[src/rtl/dpram_port2_dma.sv]
// Port-2 transfer engine for the shared 256x16 dual-port RAM: streams a block of
// words into RAM or out of RAM, started by a one-cycle command.
module dpram_port2_dma #(
    parameter int DATA_W = 16,
    parameter int ADDR_W = 8,
    parameter int LEN_W  = 9
) (
    input  logic              clk,
    input  logic              rst_n,
    input  logic              start,
    input  logic              dir,
    input  logic [ADDR_W-1:0] base_addr,
    input  logic [LEN_W-1:0]  length,
    input  logic              abort,
    input  logic [DATA_W-1:0] s_data,
    input  logic              s_valid,
    output logic              s_ready,
    output logic [DATA_W-1:0] m_data,
    output logic              m_valid,
    input  logic              m_ready,
    output logic [ADDR_W-1:0] ram_addr,
    output logic [DATA_W-1:0] ram_din,
    input  logic [DATA_W-1:0] ram_dout,
    output logic              ram_rd,
    output logic              ram_wr,
    output logic              busy,
    output logic              done
);

    // state     | meaning
    // IDLE      | waiting for start
    // WR_STREAM | accepting s_data, one RAM write per handshake
    // RD_ISSUE  | ram_rd high, RAM returns data at the next edge
    // RD_OUT    | holding m_data/m_valid until m_ready
    // DONE      | one-cycle done pulse
    typedef enum logic [2:0] {
        IDLE,
        WR_STREAM,
        RD_ISSUE,
        RD_OUT,
        DONE
    } state_t;

    state_t            state, state_next;
    logic [ADDR_W-1:0] cur_addr;
    logic [LEN_W-1:0]  remaining;
    logic              go;
    logic              wr_hs;
    logic              rd_hs;
    logic              rd_capture;
    logic              last_word;

    assign last_word = (remaining == LEN_W'(1));

    always_comb begin
        state_next = state;
        go         = 1'b0;
        wr_hs      = 1'b0;
        rd_hs      = 1'b0;
        rd_capture = 1'b0;
        case (state)
            IDLE: begin
                // abort in IDLE suppresses a simultaneous start
                if (start && !abort) begin
                    go = 1'b1;
                    if (length == '0)
                        state_next = DONE;
                    else if (dir)
                        state_next = RD_ISSUE;
                    else
                        state_next = WR_STREAM;
                end
            end
            WR_STREAM: begin
                if (abort)
                    state_next = IDLE;
                else if (s_valid) begin
                    wr_hs = 1'b1;
                    if (last_word)
                        state_next = DONE;
                end
            end
            RD_ISSUE: begin
                if (abort)
                    state_next = IDLE;
                else begin
                    rd_capture = 1'b1;
                    state_next = RD_OUT;
                end
            end
            RD_OUT: begin
                if (abort)
                    state_next = IDLE;
                else if (m_ready) begin
                    rd_hs      = 1'b1;
                    state_next = last_word ? DONE : RD_ISSUE;
                end
            end
            DONE: state_next = IDLE;
            default: state_next = IDLE;
        endcase
    end

    always_ff @(posedge clk or negedge rst_n) begin
        if (!rst_n) begin
            state     <= IDLE;
            cur_addr  <= '0;
            remaining <= '0;
            ram_addr  <= '0;
            ram_din   <= '0;
            ram_rd    <= 1'b0;
            ram_wr    <= 1'b0;
            m_data    <= '0;
            m_valid   <= 1'b0;
        end else begin
            state  <= state_next;
            ram_rd <= 1'b0;
            ram_wr <= 1'b0;
            if (go) begin
                cur_addr  <= base_addr;
                remaining <= length;
                if (dir && length != '0) begin
                    ram_rd   <= 1'b1;
                    ram_addr <= base_addr;
                end
            end
            if (wr_hs) begin
                ram_wr    <= 1'b1;
                ram_addr  <= cur_addr;
                ram_din   <= s_data;
                cur_addr  <= cur_addr + 1'b1;
                remaining <= remaining - 1'b1;
            end
            if (rd_capture) begin
                m_data  <= ram_dout;
                m_valid <= 1'b1;
            end
            if (rd_hs) begin
                m_valid   <= 1'b0;
                remaining <= remaining - 1'b1;
                if (!last_word) begin
                    ram_rd   <= 1'b1;
                    ram_addr <= cur_addr + 1'b1;
                    cur_addr <= cur_addr + 1'b1;
                end
            end
            if (abort && state != IDLE)
                m_valid <= 1'b0;
        end
    end

    assign s_ready = (state == WR_STREAM);
    assign busy    = (state != IDLE);
    assign done    = (state == DONE);

endmodule

[config.mk]
export PLATFORM = sky130hd
export DESIGN_NAME = dpram_port2_dma
export DESIGN_NICKNAME = d
export VERILOG_FILES = /design/src/rtl/dpram_port2_dma.sv
export SDC_FILE = /design/constraint.sdc
export NUM_CORES = 1
export LEC_CHECK = 0
export ABC_AREA = 1
export CORE_ASPECT_RATIO = 0.6
export CORE_UTILIZATION = 40
export DETAILED_ROUTE_END_ITERATION = 8
export HOLD_SLACK_MARGIN = 0.08
export PLACE_DENSITY = 0.73
export SYNTH_ARGS = -nofsm -noshare
export SYNTH_HDL_FRONTEND = slang
export SYNTH_SLANG_ARGS = --single-unit
[constraint.sdc]
create_clock -name clk -period 1.8 [get_ports clk]
set_clock_uncertainty 0.1 [all_clocks]
set_input_delay 0.18 -clock clk [delete_from_list [all_inputs] [get_ports clk]]
set_output_delay 0.18 -clock clk [all_outputs]
set_load 0.05 [all_outputs]
==> reports/qor.yml <==
layout:
  drive_above_1_share_pct: 13.01
  fin_nets: 592
  area_growth_pct: 51.08
  postLayoutCoreUtil_pct: 64.33
  layout.cells.non_filler: 642
  antennaDiodeCount: 0
yosys:
  netlist_top_cells_area: "dfrtp_1 (49%), nand2_1 (18%), a21oi_1 (4.4%), nor2_1 (4.1%), o21ai_0 (3.8%)"
  yosysTopAreaCell: "dfrtp_1"
  synth_mux_area_share_pct: 0
  netlist_area_um2: 3197
  syn_nets: 472
  synthSimpleGateAreaFrac_pct: 30.33
  synth_fa_ha_area_share_pct: 1.174
  yosysWarnings: 0
  synth_cells: 413
  synth_top_family_by_area: "simple AND/OR/NAND/NOR gates"
  synth_common_cells: "nand2_1 (152), dfrtp_1 (63), nor2_1 (35), inv_1 (32), a21oi_1 (28)"
  avgSynthCellArea_um2: 7.740
  synth_top_cell_area_share_pct: 49.32
  synth_xor_area_share_pct: 3.014
  synth_edf_count: 0
  yosysUniqueCellTypes: 30
  synthFlopType: "dfrtp_1"
  synth_most_common_cell: "nand2_1"
  seq_area_frac_synth_pct: 49.32
  synth-compound-area-share_pct: 9.393
  async_flop_share_pct: 100.0
  ys_seq_elements: 63
placed_design:
  numPortBuffers: 101
  hpwl_um: 6214
  placed_cells: 625
  gp_congestion: 0.8856
timing:
  drv_slew: 0
  timing.final.crit_share_pct: 98.50
  tightestPinTransition_ns: 0.5381
  maxSlewHeadroom_pct: 64.07
  max_freq_ghz: 0.5640
  whs_ns: 0.2733
  hold_violations: 0
  finalSetupViolCount: 0
  min_period_ns: 1.773
  fin_tns_setup_ns: 0
  rsz0062_at_grt: "false"
route:
  dr.pass1.iters: 4
  drtAntennaViolNets: 0
  wire_per_inst_um: 13.74
  drc_errors: 0
  routed_via_density: 4.815
  wl_um: 8822
  drtIter0Drc: 224
  vias: 3091
worst_setup_path:
  slowest_delay_ns: 0.80
  start_kind: "flop"
  critPathCaptureType: "primary output"
  arrival_ns: 1.49
  critPathSlowestCell: "clkdlybuf4s50_1"
  cp.required_ns: 1.52
  worstSetupPathType: "flop to primary output"
  path_buf_inv: 1
  crit_chain: "clkdlybuf4s50_1"
  crit_family: "buffers and inverters"
  critPathMaxFanout: 2
cts:
  cts_tree: "yes"
  path_clk_slew_ns: 0.06
  numCtsBuffers: 9
  clk-insertion-delay-late_ns: 0.33
  h-tree-depth: 3
  cts_buffer_depth: 2
  postCtsSetupBuffers: 0
  cts.sinks: 63
  root_buffer: "clkbuf_16"
pwr:
  finalPower_w: 0.009064
  leakage_nw: 2.567
  ir_drop_mv: 0.6799
  p_per_area_nw_per_um2: 1877
die:
  fp.dieW_um: 117.4
  fp.coreArea_um2: 7507
  start_util_pct: 42.58
  rows: 24
  io_pins: 102
  dieArea_um2: 8365
  fp.dieH_um: 71.25
job:
  cap_violations: 0
run_status:
  status: "finished clean"
global_route:
  antenna_found_initial: 0
  grt_pass1_vias: 2951
  overflow: 0
  grt_pass1_wl_um: 14300
  grt_max_degree: 64
  track_usage_pct: 21.78
min_path:
  min_path_type: "primary input to async pin"
## tightest hold or removal path, delay by kind of cell
| family | cells | cell delay (ns) |
|---|---|---|
| buf+inv | 3 | 0.92 |
## metrics by stage
stage          setup slack (ns)  area, um^2
2_1_floorplan            0.1092        3202
3_3_place_gp           -0.04704        4428
3_5_place_dp            -0.1090        4428
4_1_cts                0.003107        4767
5_1_grt             0.000005329        4830
6_report                0.02707        4830
## registers in the layout, indices dropped and copies added (netlist names)
signal     count
m_valid        1
ram_din       16
remaining      9
m_data        16
ram_addr       8
state          3
ram_wr         1
ram_rd         1
cur_addr       8
## final timing paths
path | startpoint | endpoint | slack, ns | depth (start not counted)
worst max-delay path | m_data[2]$_DFFE_PN0P_ | m_data[2] | 0.03 | 1
worst max register to register | state[0]$_DFFE_PN0P_ | remaining[2]$_DFFE_PN0P_ | 0.12 | 7
min in group clk | s_data[11] | ram_din[11]$_DFFE_PN0P_ | 0.28 | 3
max in group asynchronous | rst_n | remaining[5]$_DFFE_PN0P_ | 1.01 | 3
worst min-delay path | rst_n | m_data[0]$_DFFE_PN0P_ | 0.27 | 3
worst min register to register | m_data[5]$_DFFE_PN0P_ | m_data[5]$_DFFE_PN0P_ | 0.37 | 2
## kinds of logic after synthesis
family	after synthesis
simple gates	229
flops	63
compound gates	58
buf+inv	49
xor+xnor	11
fa+ha+maj	3
## cells in the final DEF, fill, tap and decap left out
cell type,n
nand2_2,3
clkdlybuf4s50_1,67
nand2_1,152
nor2_4,2
bufinv_16,2
nor2_1,35
o21ai_0,24
clkinvlp_4,2
or2_2,1
buf_12,4
dfrtp_1,63
o21ai_1,1
clkbuf_8,1
buf_2,1
dlygate4sd2_1,2
xor2_1,9
o211ai_1,1
nor2_8,1
dlygate4sd3_1,1
buf_4,29
clkbuf_16,9
nand3_1,18
o22ai_1,2
nor2_2,3
inv_2,3
o31ai_1,2
nand2_4,2
nor3_1,3
ha_1,3
clkinv_4,1
inv_1,31
xnor2_1,2
buf_6,2
nand4_1,7
nor3_2,1
a21oi_1,28
dlymetal6s2s_1,17
inv_6,1
nand3_4,1
inv_4,1
## area by class of cell
type | instances | area [um^2]
Sequential cell | 63 | 1577
Inverter | 35 | 133.9
Timing Repair Buffer | 123 | 1236
Tap cell | 104 | 130.1
Multi-Input combinational cell | 301 | 1421
Fill cell | 648 | 2678
Clock buffer | 10 | 239.0
Clock inverter | 6 | 92.59
## per-layer routing
metal | up-vias | track usage [%] | part of all wire, %
met5 | - | 0 | 0
met4 | 0 | 5.916 | 0.70
met3 | 9 | 5.971 | 6.4
met2 | 107 | 33.00 | 42
met1 | 1426 | 30.88 | 51
li1 | 1549 | - | -
## repair_timing
action                                  in CTS  in global routing
resized for setup                            2                 22
endpoints found under the setup margin       2                 28
pin swaps                                    0                  1
gates cloned                                 0                  0
hold buffers                                 1                  0
hold endpoints to repair                    63                  0
## power by group
part | total (W) | leakage (nW) | internal, W | switching, W
combinational | 0.00461 | 1.64 | 0.00158 | 0.00303
clock | 0.00191 | 0.155 | 0.00126 | 0.000651
sequential | 0.00255 | 0.773 | 0.00208 | 0.000472
Note: power is estimated with default switching activity, not from simulation.
